==> src/rtl/stack_cpu_pkg.sv <==
// Shared definitions for the stack processor: opcodes, default program image
// and the fetch FSM state encoding.
package stack_cpu_pkg;

  localparam logic [7:0] OP_NOP     = 8'h00;
  localparam logic [7:0] OP_NOP1    = 8'h01;
  localparam logic [7:0] OP_LED_OFF = 8'h02;
  localparam logic [7:0] OP_LED_ON  = 8'h03;
  localparam logic [7:0] OP_HALT    = 8'hFF;

  // Program images are packed byte vectors; word i lives in bits [8*i +: 8].
  localparam int MAX_DEPTH = 256;
  typedef logic [8*MAX_DEPTH-1:0] image_t;

  localparam image_t DEFAULT_PROGRAM =
    image_t'({OP_HALT, OP_LED_ON, OP_NOP1, OP_LED_OFF, OP_NOP});

  typedef enum logic [1:0] {
    S_IDLE    = 2'd0,
    S_FETCH   = 2'd1,
    S_PRESENT = 2'd2,
    S_HALT    = 2'd3
  } fetch_state_e;

endpackage

==> src/rtl/fetch_rom.sv <==
// DEPTH x 8 instruction ROM with a registered, read-enabled output.
// Also flags combinationally whether the addressed word is the HALT opcode.
module fetch_rom
  import stack_cpu_pkg::*;
#(
  parameter int     ADDR_W  = 4,
  parameter int     DEPTH   = 16,
  parameter image_t PROGRAM = DEFAULT_PROGRAM
) (
  input  logic              clk,
  input  logic              rst,
  input  logic              en,
  input  logic [ADDR_W-1:0] addr,
  output logic [7:0]        data,
  output logic              word_is_halt
);

  logic [7:0] mem [DEPTH];
  logic [7:0] word;

  for (genvar i = 0; i < DEPTH; i++) begin : g_image
    assign mem[i] = PROGRAM[8*i +: 8];
  end

  assign word         = mem[addr];
  assign word_is_halt = (word == OP_HALT);

  always_ff @(posedge clk or posedge rst) begin
    if (rst) begin
      data <= '0;
    end else if (en) begin
      data <= word;
    end
  end

endmodule

==> src/rtl/fetch_unit.sv <==
// Instruction fetch stage: tick prescaler, program counter and ROM fetch,
// presenting each instruction byte to execute over valid/ready.
module fetch_unit
  import stack_cpu_pkg::*;
#(
  parameter int     CLK_DIV_BITS = 22,
  parameter int     ADDR_W       = 4,
  parameter int     DEPTH        = 16,
  parameter image_t PROGRAM      = DEFAULT_PROGRAM
) (
  input  logic              CLK,
  input  logic              RST,
  input  logic              run,
  input  logic              jump_valid,
  input  logic [ADDR_W-1:0] jump_addr,
  output logic [7:0]        instr,
  output logic              instr_valid,
  input  logic              instr_ready,
  output logic [ADDR_W-1:0] pc,
  output logic              halted
);

  logic [CLK_DIV_BITS-1:0] div_cnt;
  logic                    tick;
  fetch_state_e            state;
  logic                    rom_en;
  logic                    rom_is_halt;
  logic [ADDR_W-1:0]       jump_tgt;
  logic [ADDR_W-1:0]       pc_next;

  always_ff @(posedge CLK or posedge RST) begin
    if (RST) begin
      div_cnt <= '0;
    end else begin
      div_cnt <= div_cnt + CLK_DIV_BITS'(1);
    end
  end

  assign tick     = &div_cnt;
  assign jump_tgt = ADDR_W'(32'(jump_addr) % 32'(DEPTH));
  assign pc_next  = (pc == ADDR_W'(DEPTH - 1)) ? '0 : pc + ADDR_W'(1);
  // A jump landing in FETCH discards the read, so the instr register keeps its value.
  assign rom_en   = (state == S_FETCH) && !jump_valid;

  fetch_rom #(
    .ADDR_W (ADDR_W),
    .DEPTH  (DEPTH),
    .PROGRAM(PROGRAM)
  ) u_rom (
    .clk         (CLK),
    .rst         (RST),
    .en          (rom_en),
    .addr        (pc),
    .data        (instr),
    .word_is_halt(rom_is_halt)
  );

  always_ff @(posedge CLK or posedge RST) begin
    if (RST) begin
      state       <= S_IDLE;
      pc          <= '0;
      instr_valid <= 1'b0;
      halted      <= 1'b0;
    end else if (jump_valid && state != S_HALT) begin
      pc          <= jump_tgt;
      instr_valid <= 1'b0;
      state       <= S_IDLE;
    end else begin
      case (state)
        S_IDLE: begin
          if (tick && run) state <= S_FETCH;
        end
        S_FETCH: begin
          if (rom_is_halt) begin
            halted <= 1'b1;
            state  <= S_HALT;
          end else begin
            instr_valid <= 1'b1;
            state       <= S_PRESENT;
          end
        end
        S_PRESENT: begin
          if (instr_valid && instr_ready) begin
            instr_valid <= 1'b0;
            pc          <= pc_next;
            state       <= S_IDLE;
          end
        end
        S_HALT: begin
          state <= S_HALT;
        end
        default: state <= S_IDLE;
      endcase
    end
  end

endmodule

==> config.mk <==
export PLATFORM = sky130hd
export DESIGN_NAME = fetch_unit
export DESIGN_NICKNAME = d
export VERILOG_FILES = /design/src/rtl/stack_cpu_pkg.sv /design/src/rtl/fetch_rom.sv /design/src/rtl/fetch_unit.sv
export SDC_FILE = /design/constraint.sdc
export NUM_CORES = 1
export LEC_CHECK = 0
export ABC_CLOCK_PERIOD_IN_PS = 2770
export BUFFER_PORTS_ARGS = -buffer_cell sky130_fd_sc_hd__buf_2
export CORE_ASPECT_RATIO = 0.6
export CORE_MARGIN = 2
export CORE_UTILIZATION = 50
export CTS_BUF_LIST = sky130_fd_sc_hd__clkbuf_8
export DETAILED_ROUTE_END_ITERATION = 8
export HOLD_SLACK_MARGIN = 0.05
export PLACE_DENSITY = 0.71
export SLEW_MARGIN = 25
export SYNTH_ARGS = -nofsm -noshare
export SYNTH_HDL_FRONTEND = slang
export SYNTH_SLANG_ARGS = --single-unit
==> constraint.sdc <==
create_clock -name CLK -period 2.77 [get_ports CLK]
set_input_delay 0.1385 -clock CLK [delete_from_list [all_inputs] [get_ports CLK]]
set_output_delay 0.1385 -clock CLK [all_outputs]
set_load 0.03 [all_outputs]
== Yosys cells after proc, flatten, opt, wreduce, memory -nomap -nowiden ==
Memories as Yosys holds them, arrays and structs flattened.
Index checks and enable logic that the tools add are counted.

* Register bits after elaboration: 38
* Memory bits (read-only): 128
* Bits of input ports: 9
* Output and inout port bits: 14
* Word-level logic and storage cells: 50
* Memories: 1

{| class="wikitable"
|+ Memory list
! memory !! words !! bits a word !! rd ports !! clocked after memory_dff !! wr ports !! line !! RTL
|-
| (name not given) || 16 || 8 || 1 || 0 || 0 || fetch_rom.sv:25 || <nowiki>assign word = mem[addr];</nowiki>
|}

* $add $sub $neg: 2
* Order comparisons: 1
* Equal/unequal tests: 9
* Multiplexer cells: 15
* Bitwise gates (word level): 2
* Reduce and logical (&&, ||, !) cells: 14

{| class="wikitable"
|+ Operators with widths
! cell !! number
|-
| $add A22 B1 Y22 const B || 1
|-
| $reduce_and A22 Y1 || 1
|-
| $mux W4 || 4
|-
| $mux W8 || 2
|-
| $eq A8 B8 Y1 const B || 1
|-
| $pmux W2 S4 || 1
|-
| $mux W2 || 3
|-
| $ne A3 B3 Y1 const B || 2
|-
| $reduce_and A3 Y1 || 2
|-
| $ge A5 B5 Y1 const B || 1
|-
| $not A4 Y5 || 1
|-
| $add A4 B1 Y4 const B || 1
|-
| $eq A2 B2 Y1 const B || 2
|-
| $eq A4 B4 Y1 const B || 1
|-
| $logic_and A1 B1 Y1 || 4
|-
| $mux W1 || 4
|-
| $reduce_and A2 Y1 || 2
|-
| $reduce_bool A2 Y1 || 2
|-
| $ne A3 B2 Y1 const B || 1
|-
| $reduce_bool A3 Y1 || 1
|-
| $eq A2 B1 Y1 const B || 1
|-
| $logic_not A2 Y1 || 1
|-
| $ne A2 B2 Y1 const B || 1
|-
| $pmux W1 S2 || 1
|-
| other kinds (2) || 2
|}

== Logic depth before layout (Yosys ltp) ==
Gate-level depths: netlist of run 1.

* Word-level depth: 8
* Gate-level depth with buffers: 6
* Mapped depth without buffers: 6

== By module ==
A second synthesis of run 1 with hierarchy kept.

* Cells, all modules: 152
* Area, all modules: 1605.3 sq um

{| class="wikitable"
|+ Modules (own cells, without submodules)
! module !! instances !! cells an instance !! area an instance (sq um) !! seq. area each (sq um)
|-
| fetch_unit || 1 || 132 || 1408.9 || 750.7
|-
| fetch_rom || 1 || 20 || 196.4 || 75.1
|}

== Least setup slack after synthesis of run 1 ==
OpenSTA, ideal clock, no wires.

* Path kind: flip-flop to flip-flop
* From: register pc[2]
* To: register instr_valid
* Library setup time: 122 ps
* Arrival time: 1319 ps
* Required time: 2648 ps
* Slack: 1330 ps
* Stages on the path, launching flop included: 5
* Buffers on the path: 1
* Clock period less this slack: 1440 ps
* Cell sequence: dfrtp_1 > clkbuf_1 > nand3b_1 > a22o_1 > a32o_1

* Cells in the longest elaborated chain, start to end: 7

{| class="wikitable"
|+ RTL lines
! element !! line !! RTL
|-
| start, declared || fetch_unit.sv:19 || <nowiki>output logic [ADDR_W-1:0] pc,</nowiki>
|-
| start signal, assigned || fetch_unit.sv:65 || <nowiki>pc <= jump_tgt;</nowiki>
|-
| start signal, assigned || fetch_unit.sv:85 || <nowiki>pc <= pc_next;</nowiki>
|-
| $not A4 Y5 (not written as such) || fetch_rom.sv:25 ||
|-
| $mem_v2 Z16 W8 || - ||
|-
| $mux W8 (not written as such) (2 in series) || fetch_rom.sv:25 ||
|-
| $eq A8 B8 Y1 || fetch_rom.sv:26 || <nowiki>assign word_is_halt = (word == OP_HALT);</nowiki>
|-
| $ne A3 B2 Y1 (no line) || - ||
|-
| $reduce_and A3 Y1 (no line) || - ||
|-
| end signal, assigned || fetch_unit.sv:62 || <nowiki>instr_valid <= 1'b0;</nowiki>
|-
| end signal, assigned || fetch_unit.sv:66 || <nowiki>instr_valid <= 1'b0;</nowiki>
|-
| end signal, assigned || fetch_unit.sv:78 || <nowiki>instr_valid <= 1'b1;</nowiki>
|-
| end, declared || fetch_unit.sv:17 || <nowiki>output logic instr_valid,</nowiki>
|}

No other way between the ends. The select of a mux whose other input is x is not followed.
A chain may end at the register's enable or synchronous reset.

== Worst setup path after layout of run 1 ==
* From: register div_cnt[0]
* To: register div_cnt[18]

* Cells in the longest elaborated chain, start to end: 1

{| class="wikitable"
|+ RTL lines
! element !! line !! RTL
|-
| start, declared || fetch_unit.sv:23 || <nowiki>logic [CLK_DIV_BITS-1:0] div_cnt;</nowiki>
|-
| start signal, assigned || fetch_unit.sv:35 || <nowiki>div_cnt <= div_cnt + CLK_DIV_BITS'(1);</nowiki>
|-
| $add A22 B1 Y22 || fetch_unit.sv:35 ||
|}

No other way between the ends.

==> out/qor.csv, run 1 <==
metric,value,unit
H-tree Lvls,2,
post-synthesis area per instance,10.76,um^2
Comb power frac,0.100,
I/O pins,23,
initial antenna violation count,0,
Flop pwr share,0.475,
later-pin clock latency in the skew report,280,ps
non-filler instance count after layout,216,
CTS tree,built,
cts repair resizes,0,
vias in the first global route,1040,
Synth area leader,dfrtp_1,
buffer and inverter count on the worst path,0,
remaining global-route overflow,0,
crit share post-route,0.5442,
dpl cells,207,
first-pass GRT wire length,5154,um
Post-CTS Hold Buffers,1,
"Slowest-stage cell, CP",dfrtp_1,
Max VDD drop,0.0003452,V
status,completed,
Unique masters post-synth,37,
ANT cells,0,
Post-Syn Area,1603,um^2
crit path cell chain,"ha_1, nand4_1, nor3_2, nand2_1, xnor2_1",
routed length per placed instance,14.28,um
Main synth FF type,dfrtp_1,
Initial Util,0.5405,
I/O Buffers,22,
top cell type's share of synthesized area,0.5152,
post-synthesis cell count,149,
RSZ-0062 raised after global routing,no,
ys async rst share,1.000,
DIE AREA,3689,um^2
P per Cell Area,584.9,nW/um^2
hold wc startpoint,run,
"Seq/Total Area, Yosys",0.5152,
CTS Sinks,33,
"Setup Fix Bufs, Post-CTS",0,
Leak,0.9148,nW
"Net Count, Synth",161,
CTS Buf Count,5,
most area-consuming cells after synthesis,"dfrtp_1 (52%), xnor2_1 (7.7%), nand3_1 (4.1%)",
num rows,15,
CP max stage delay,410,ps
largest net degree at the start of global routing,34,
RR Startpoint,div_cnt[0]$_DFF_PP0_,
die width,77.10,um
flop and latch count out of synthesis,33,
Die Y-Extent,47.86,um
"EDFF count, synth",0,
Clock Skew,4.554,ps
core footprint,2965,um^2
setup TNS,0,ps
# Max-Cap Violations,0,
CP arrival,1670,ps
Setup crit end kind,flip-flop,
Setup Viol. Count Final,0,
Crit path max-delay family,simple AND/OR/NAND/NOR gates,
clk slew on worst S/H paths,70,ps
max_slew headroom,0.7273,
CP Data Required Time,2930,ps
Crit. Startpoint,div_cnt[0]$_DFF_PP0_,
routability congestion estimate,0.7023,
design internal power,0.8245,mW
clock network fraction of total power,0.425,
DRC viols,0,
Clock Tree Root,clkbuf_8,
Iter 0 DRT Violations,114,
vias post-DR,1157,
critical path startpoint category,flip-flop,
DRT antenna net count,0,
Least-Margin Pin Slew,409.1,ps
Fin. Hold Viols,0,
synth warn,0,
DP Wirelength,2222,um
most common cell in the netlist,dfrtp_1,
GRT Resource Usage Total,0.1907,
Worst Hold Class,primary input to flip-flop,
Syn-to-layout area delta,15.61,%
Max Slew Vio Count,0,
First-pass DRT Iterations,4,
critical path peak fanout,5,
fillers,252,
Tmin final,1508,ps
share of cells above drive strength 1,0.2069,
Final #Nets,185,
Clock Path Buffers,2,
commonest cells in the netlist,"dfrtp_1 (33), nand2_1 (15), xnor2_1 (14)",
Detailed Route WL,3084,um
vias per cell,5.356,
Switching Power,0.2593,mW
Setup CP Type,flip-flop to flip-flop,
Sw Share,0.2392,
Max Clk Rate,0.6633,GHz
-- stage by stage --
step	setup WS [ps]	total power, mW	hold slack [ps]	utilization	area, um^2
floorplan	1330	0.5961	267.4	-	1603
global placement	1343	0.6276	242.5	0.5823	1727
detailed placement	1290	0.6327	250.9	0.5823	1727
CTS	1266	1.092	139.1	0.6249	1853
global route	1078	1.129	146.3	0.6249	1853
finish	1262	1.084	139.7	0.6249	1853
-- logic make-up after synthesis --
logic type,synth area share
buf+inv,0.04293
fa+ha+maj,0.02342
xor+xnor,0.1093
compound gates,0.09290
mux,0.02498
simple gates,0.1913
flops,0.5152
-- power by group through the flow --
| stage | registers [mW] | clock network (mW) | logic, mW |
|---|---|---|---|
| after floorplan | 0.534 | 0 | 0.0616 |
| after global placement | 0.521 | 0 | 0.106 |
| after detailed placement | 0.524 | 0 | 0.109 |
| after CTS | 0.514 | 0.467 | 0.110 |
| after global routing | 0.517 | 0.492 | 0.120 |
| final | 0.515 | 0.460 | 0.108 |
-- metal layers --
layer / GRT usage / vias to the layer above / share of wire
li1: - / 559 / -
met1: 0.2732 / 566 / 0.50
met2: 0.2877 / 28 / 0.44
met3: 0.06226 / 4 / 0.052
met4: 0.04286 / 0 / 0.0084
met5: 0 / - / 0
-- final cells by class --
cell class | instances | area [um^2] | share of cell area
clock inverters | 2 | 33.78 | 0.01823
inverters | 6 | 22.52 | 0.01215
clock buffers | 6 | 82.58 | 0.04456
repair buffers | 24 | 127.6 | 0.06887
multi-input cells | 103 | 708.2 | 0.3822
well taps | 42 | 52.55 | 0.02836
flip-flops and latches | 33 | 825.8 | 0.4456
-- worst register-to-register path: stages (launching register included) --
cell and delay (ps):
dfrtp_1 410, ha_1 250, nand4_1 150, nor3_2 310, nand2_1 130, xnor2_1 140
-- sequential cells by signal, indices dropped and copies added (netlist names) --
| register | count |
|---|---|
| div_cnt | 22 |
| halted | 1 |
| instr_valid | 1 |
| pc | 4 |
| state | 2 |
| u_rom.data | 3 |
-- layout by cell type, fill, tap and decap left out, types with 2 or more instances in the layout --
cell | Yosys | layout
xor2_1 | 6 | 6
xnor2_1 | 14 | 14
dfrtp_1 | 33 | 33
ha_1 | 3 | 3
o31ai_1 | 2 | 2
clkbuf_8 | 0 | 6
inv_1 | 6 | 7
nand4_1 | 4 | 4
nand2_1 | 15 | 15
a21oi_1 | 4 | 4
o21ai_0 | 4 | 4
a21o_1 | 2 | 2
nand3_1 | 13 | 13
nand4b_1 | 2 | 2
buf_2 | 1 | 22
mux2i_1 | 4 | 4
a22o_1 | 2 | 2
nor2_1 | 10 | 10
-- worst paths after layout --
check / end / slack [ps] / cells after the start
worst max-delay path: div_cnt[18]$_DFF_PP0_ / 1260 / 5
worst max register to register: div_cnt[18]$_DFF_PP0_ / 1260 / 5
worst min register to register: div_cnt[19]$_DFF_PP0_ / 470 / 1
min in group asynchronous: u_rom.data[0]$_DFFE_PP0P_ / 490 / 4
max in group asynchronous: div_cnt[0]$_DFF_PP0_ / 1980 / 4
worst min-delay path: state[0]$_DFFE_PP0P_ / 140 / 3
No activity file was read; power rests on OpenSTA's default activity.
==> run 2, diff against run 1 <==
--- a/config.mk
+++ b/config.mk
@@ -5,7 +5,8 @@
 export SDC_FILE = /design/constraint.sdc
 export NUM_CORES = 1
 export LEC_CHECK = 0
-export ABC_CLOCK_PERIOD_IN_PS = 2770
+export ABC_AREA = 1
+export ABC_CLOCK_PERIOD_IN_PS = 1300
 export BUFFER_PORTS_ARGS = -buffer_cell sky130_fd_sc_hd__buf_2
 export CORE_ASPECT_RATIO = 0.6
 export CORE_MARGIN = 2
@@ -13,7 +14,7 @@
 export CTS_BUF_LIST = sky130_fd_sc_hd__clkbuf_8
 export DETAILED_ROUTE_END_ITERATION = 8
 export HOLD_SLACK_MARGIN = 0.05
-export PLACE_DENSITY = 0.71
+export PLACE_DENSITY = 0.73
 export SLEW_MARGIN = 25
 export SYNTH_ARGS = -nofsm -noshare
 export SYNTH_HDL_FRONTEND = slang
==> constraint.sdc (replaced) <==
create_clock -name CLK -period 1.3 [get_ports CLK]
set_input_delay 0.065 -clock CLK [delete_from_list [all_inputs] [get_ports CLK]]
set_output_delay 0.065 -clock CLK [all_outputs]
set_load 0.03 [all_outputs]
==> run 2 against run 1 <==
Effect of this change: die area grew 8.4%; sequential share of layout area shrank 6.0 points; first-iteration DRC count grew 8.8%; sequential cell count is the same; highest routed layer unchanged; wire length grew 24%; sequential power grew to 2.6 times the previous value; clock power grew 84%; setup slack lost 1300 ps; register-to-register slack lost 1300 ps; critical path depth grew 2; cell count grew 39%.
==> out/qor.csv, run 2 <==
metric,value,unit,change
status,completed,,
critical path startpoint category,flip-flop,,
GRT Resource Usage Total,0.2217,,+0.03095
Crit path max-delay family,simple AND/OR/NAND/NOR gates,,
num rows,16,,+1
Regs by FF count,"div_cnt (22), pc (4), u_rom.data (3)",,
Initial Util,0.5292,,-0.01134
routability congestion estimate,0.8812,,+25%
Unique masters post-synth,25,,-32%
max_slew headroom,0.7320,,+0.004748
Leak,1.067,nW,+17%
Max Clk Rate,0.7734,GHz,+17%
Setup CP Type,flip-flop to flip-flop,,
met2 wire length,1367,um,-0.15%
top sig layer,met4,,
CP arrival,1480,ps,-190 ps
"commonest non-fill, non-tap cells in the layout","nand2_1 (60), dfrtp_1 (30), buf_2 (22), nor2_1 (21), buf_4 (17)",,
most common cell in the netlist,nand2_1,,
"commonest non-fill, non-tap cell in the layout",nand2_1,,
DIE AREA,4000,um^2,+8.4%
Max Slew Vio Count,0,,unchanged
largest net degree at the start of global routing,34,,unchanged
Die Y-Extent,49.80,um,+4.1%
buffer and inverter count on the worst path,0,,unchanged
Iter 0 DRT Violations,124,,+8.8%
Fin. Hold Viols,0,,unchanged
share of cells above drive strength 1,0.3164,,+0.1095
"EDFF count, synth",0,,unchanged
Post-Place Cell Area,1969,um^2,+14%
"Slowest-stage cell, CP",dfrtp_1,,
"Most flops, register",div_cnt,,
Worst Hold Class,primary input to flip-flop,,
Setup Viol. Count Final,0,,unchanged
crit path cell chain,"nand2_1, nor2_1, nand2_1, nor2_1, nand2_1, nand2_1, nand2_1",,
Final #Nets,267,,+44%
max FFs per register,22,,unchanged
first-pass GRT wire length,6444,um,+25%
CP Data Required Time,1490,ps,-1440 ps
DRT antenna net count,0,,unchanged
fillers,283,,+12%
WL met3,363,um,+130%
vias post-DR,1469,,+27%
Tmin final,1293,ps,-214.6 ps
ANT cells,0,,unchanged
Detailed Route WL,3815,um,+24%
setup TNS,0,ps,unchanged
I/O pins,23,,unchanged
Layout Utilization,0.6515,,+0.02662
DP Wirelength,2825,um,+27%
Main synth FF type,dfrtp_1,,
Syn-to-layout area delta,23.12,%,
later-pin clock latency in the skew report,290,ps,about the same
"most used cell, CP",nand2_1,,
post-synthesis area per instance,8.206,um^2,-24%
routed length per placed instance,12.67,um,-11%
die width,80.33,um,+4.2%
Clock Skew,7.762,ps,+3.208 ps
Post-Syn Area,1748,um^2,+9.1%
post-synthesis cell count,213,,+43%
critical path peak fanout,3,,-2
remaining global-route overflow,0,,unchanged
core footprint,3303,um^2,+11%
H-tree Lvls,2,,unchanged
Clock Path Buffers,2,,unchanged
# Max-Cap Violations,0,,unchanged
commonest cells in the netlist,"nand2_1 (62), dfrtp_1 (33), nor2_1 (25)",,
"Seq/Total Area, Yosys",0.4724,,-0.04278
I/O Buffers,22,,unchanged
vias in the first global route,1358,,+31%
DRC viols,0,,unchanged
Max VDD drop,0.001142,V,+230%
Synth area leader,dfrtp_1,,
CTS Buf Count,5,,unchanged
top cell type's share of synthesized area,0.4724,,-0.04278
Least-Margin Pin Slew,401.9,ps,-7.121 ps
"Net Count, Synth",225,,+40%
synth warn,0,,unchanged
CTS Sinks,33,,unchanged
RSZ-0062 raised after global routing,yes,,
post-route cell area,2152,um^2,+16%
CTS tree,built,,
most area-consuming cells after synthesis,"dfrtp_1 (47%), nand2_1 (13%), nor2_1 (5.4%)",,
clk slew on worst S/H paths,70,ps,about the same
flop and latch count out of synthesis,33,,unchanged
crit share post-route,0.9946,,+0.4503
CP max stage delay,430,ps,+20 ps
met1 WL,2043,um,+34%
ys async rst share,1.000,,unchanged
P per Cell Area,1636,nW/um^2,+180%
Clock Tree Root,clkbuf_8,,
First-pass DRT Iterations,4,,unchanged
initial antenna violation count,0,,unchanged
vias per cell,4.880,,-8.9%
Setup crit end kind,flip-flop,,
-- run 2: path summary, 6_finish.rpt --
path | startpoint | endpoint | slack, ps | cells past startpoint
max in group asynchronous | RST | pc[0]$_DFFE_PP0P_ | 590 | 4
setup reg to reg | div_cnt[5]$_DFF_PP0_ | div_cnt[19]$_DFF_PP0_ | 7 | 7
hold / removal | jump_addr[3] | pc[3]$_DFFE_PP0P_ | 120 | 4
hold reg to reg | halted$_DFFE_PP0P_ | halted$_DFFE_PP0P_ | 460 | 2
setup / recovery | div_cnt[5]$_DFF_PP0_ | div_cnt[19]$_DFF_PP0_ | 7 | 7
min in group asynchronous | RST | div_cnt[20]$_DFF_PP0_ | 400 | 4
-- run 2: tightest hold or removal path, delay by kind of cell --
family                 cells  cell delay [ps]
AND/OR/NAND/NOR            3              230
buffers and inverters      1               70
-- run 2: layer usage --
layer / vias up / GRT usage
met3: 5 / 0.09158
met2: 60 / 0.2542
li1: 742 / -
met1: 662 / 0.3543
met5: - / 0
met4: 0 / 0.08475
-- run 2: kinds of logic (layout without fill, tap and decap cells) --
group,after synthesis,after routing,synth area share
adders and majority gates,3,3,0.02148
AOI/OAI and AO/OA,18,18,0.05655
xor gates and xnor gates,14,14,0.07015
DFF,33,33,0.4724
buffers and inverters,25,68,0.06442
and+or+nand+nor,120,120,0.3150
-- run 2: report_power, final --
group,internal (mW),switching [mW]
Sequential,1.18,0.168
Clock,0.478,0.367
Combinational,0.435,0.895
Total,2.09,1.43
-- run 2: metrics by stage --
stage          hold slack (ps)  setup WS [ps]  instances  power [mW]
2_1_floorplan            193.8          4.590        213       2.291
3_3_place_gp             170.5          54.49        287       2.584
3_5_place_dp             171.3         -25.79        287       2.596
4_1_cts                  108.6          3.555        298       3.450
5_1_grt                  150.9         -108.9        301       3.760
6_report                 115.1          7.037        301       3.520
-- run 2: area by class of cell --
cell class	count	area (um^2)	share of cell area
clock inverters	1	5.005	0.002326
multi-input cells	155	842.1	0.3913
flip-flops and latches	33	829.5	0.3855
repair buffers	40	247.7	0.1151
clock buffers	7	96.34	0.04477
inverters	20	75.07	0.03488
well taps	45	56.30	0.02616
-- run 2: repair_timing --
action,in CTS,in global routing
endpoints found under the setup margin,4,22
pin swaps,2,7
buffers inserted,2,3
hold buffers,1,0
endpoints found under the hold margin,33,0
gates resized for setup,2,13
cloned,0,0
==> run 3, diff against run 2 <==
--- a/config.mk
+++ b/config.mk
@@ -5,7 +5,6 @@
 export SDC_FILE = /design/constraint.sdc
 export NUM_CORES = 1
 export LEC_CHECK = 0
-export ABC_AREA = 1
 export ABC_CLOCK_PERIOD_IN_PS = 1300
 export BUFFER_PORTS_ARGS = -buffer_cell sky130_fd_sc_hd__buf_2
 export CORE_ASPECT_RATIO = 0.6
@@ -14,7 +13,7 @@
 export CTS_BUF_LIST = sky130_fd_sc_hd__clkbuf_8
 export DETAILED_ROUTE_END_ITERATION = 8
 export HOLD_SLACK_MARGIN = 0.05
-export PLACE_DENSITY = 0.73
+export PLACE_DENSITY = 0.74
 export SLEW_MARGIN = 25
 export SYNTH_ARGS = -nofsm -noshare
 export SYNTH_HDL_FRONTEND = slang
==> run 3 against run 2 <==
Effect of this change: the flow now finishes with violations (setup timing); setup slack lost 140 ps; worst hold slack worse by 26 ps; highest routed layer unchanged; wire length grew 1.9%; combinational power is 76% lower; critical path type unchanged; sequential power down 18%; largest power group unchanged; utilization increased by 10 points; via count fell by 8.2%; largest cell class is now registers; first-iteration DRC count up 4.8%; maximum frequency is 9.5% lower; sequential cell count is the same.
==> out/qor.csv, run 3 (synthesis results as in run 1) <==
metric,value,unit,change
Setup crit end kind,flip-flop,,
GRT Resource Usage Total,0.2183,,-0.003351
crit share post-route,1.099,,+0.1044
CTS Sinks,33,,unchanged
vias per cell,5.266,,+7.9%
CTS tree,built,,
Max VDD drop,0.0009960,V,-13%
share of cells above drive strength 1,0.4579,,+0.1415
Clock Tree Root,clkbuf_8,,
"commonest non-fill, non-tap cells in the layout","buf_4 (38), dfrtp_1 (27), buf_2 (22), nand2_1 (15), xnor2_1 (14)",,
status,"complete, but fails checks",,
Max Clk Rate,0.7000,GHz,-9.5%
crit path cell chain,"nand3_4, nor4_4, nand3_1, xnor2_1",,
RSZ-0062 raised after global routing,yes,,
First-pass DRT Iterations,4,,unchanged
DIE AREA,3689,um^2,-7.8%
routed length per placed instance,15.19,um,+20%
failing checks,setup timing,,
Tmin final,1429,ps,+135.7 ps
Initial Util,0.5405,,+0.01134
die width,77.10,um,-4.0%
DRT antenna net count,0,,unchanged
max_slew headroom,0.7209,,-0.01112
routability congestion estimate,0.7557,,-14%
CP Data Required Time,1470,ps,-20 ps
Syn-to-layout area delta,39.89,%,
Die Y-Extent,47.86,um,-3.9%
"commonest non-fill, non-tap cell in the layout",buf_4,,
dpl cells,229,,-20%
max FFs per register,22,,unchanged
DP Wirelength,2507,um,-11%
initial antenna violation count,0,,unchanged
H-tree Lvls,2,,unchanged
later-pin clock latency in the skew report,290,ps,about the same
"Slowest-stage cell, CP",nor4_4,,
Iter 0 DRT Violations,130,,+4.8%
vias post-DR,1348,,-8.2%
DRC viols,0,,unchanged
Final #Nets,225,,-16%
first-pass GRT wire length,5940,um,-7.8%
# Max-Cap Violations,0,,unchanged
I/O pins,23,,unchanged
Setup CP Type,flip-flop to flip-flop,,
Max Slew Vio Count,0,,unchanged
critical path startpoint category,flip-flop,,
Regs by FF count,"div_cnt (22), pc (4), u_rom.data (3)",,
CP max stage delay,440,ps,about the same
Setup Viol. Count Final,10,,+10
Final Power,2.184,mW,-38%
final setup margin,-128.7,ps,-135.7 ps
non-filler instance count after layout,256,,-15%
Clock Path Buffers,2,,unchanged
num rows,15,,-1
P per Cell Area,973.9,nW/um^2,-40%
worst hold slack,88.84,ps,-26.29 ps
largest net degree at the start of global routing,34,,unchanged
vias in the first global route,1271,,-6.4%
CP arrival,1600,ps,+120 ps
I/O Buffers,22,,unchanged
Clock Skew,8.968,ps,+1.206 ps
core footprint,2965,um^2,-10%
ANT cells,0,,unchanged
Least-Margin Pin Slew,418.6,ps,+16.68 ps
remaining global-route overflow,0,,unchanged
Detailed Route WL,3888,um,+1.9%
clk slew on worst S/H paths,70,ps,about the same
"Most flops, register",div_cnt,,
Fin. Hold Viols,0,,unchanged
CTS Buf Count,5,,unchanged
Worst Hold Class,primary input to flip-flop,,
Leak,1.107,nW,+3.7%
critical path peak fanout,5,,+2
-- run 3: changes by cell type in the layout (fill, tap and decap cells not counted), moves of 4 or more --
cell	previous run	this run
buf_4	17	38
xnor2_1	5	14
nor2_2	6	2
nor2_1	21	8
inv_1	15	4
nand2_1	60	15
nand2_2	7	0
o21ai_0	10	2
-- run 3: per-stage QoR --
stage	utilization	setup TNS, ps	worst slack, ps	instance area [um^2]
after floorplan	-	-25.00	-15.92	1638
after global placement	0.6494	-125.0	-41.16	1926
after detailed placement	0.6494	-642.8	-108.1	1926
after CTS	0.7148	-421.8	-89.53	2120
after global routing	0.7561	-1708	-197.3	2242
final	0.7561	-550.8	-128.7	2242
-- run 3: layout make-up --
| type | instances | area [um^2] |
|---|---|---|
| sequential | 33 | 833.3 |
| multi-input combinational | 103 | 809.5 |
| fill | 202 | 723.2 |
| timing repair buffer | 64 | 437.9 |
| clock buffer | 5 | 68.82 |
| tap | 42 | 52.55 |
| inverter | 6 | 22.52 |
| clock inverter | 3 | 17.52 |
-- run 3: worst paths after layout --
check,start,end,slack [ps],cells past startpoint
max,div_cnt[9]$_DFF_PP0_,div_cnt[21]$_DFF_PP0_,-130,4
max reg2reg,div_cnt[9]$_DFF_PP0_,div_cnt[21]$_DFF_PP0_,-130,4
min,instr_ready,state[1]$_DFFE_PP0P_,90,4
min in group asynchronous,RST,div_cnt[10]$_DFF_PP0_,420,4
min reg2reg,div_cnt[19]$_DFF_PP0_,div_cnt[19]$_DFF_PP0_,480,1
max in group asynchronous,RST,pc[0]$_DFFE_PP0P_,550,4
-- run 3: worst max-delay path, delay by kind of cell (launching register included) --
kind	cells	cell delay, ps
xor gates and xnor gates	1	160
DFF	1	400
and+or+nand+nor	3	740
-- run 3: power breakdown --
part / switching, mW / total (mW) / internal, mW
logic: 0.171 / 0.316 / 0.145
registers: 0.0541 / 1.11 / 1.05
clock network: 0.392 / 0.761 / 0.369
total: 0.618 / 2.18 / 1.57
-- run 3: repair_timing --
action / 4_1_cts / 5_1_grt
gates resized for setup: 4 / 17
setup endpoints to repair: 15 / 24
hold endpoints to repair: 33 / 1
pin swaps: 8 / 13
setup buffers: 11 / 7
hold buffers: 1 / 1
cloned: 0 / 0
-- run 3: routing by layer --
layer | global-route usage | vias up | part of all wire
li1 | - | 642 | -
met1 | 0.3006 | 665 | 0.47
met2 | 0.3456 | 36 | 0.47
met3 | 0.05849 | 5 | 0.052
met4 | 0.07857 | 0 | 0.0064
met5 | 0 | - | 0
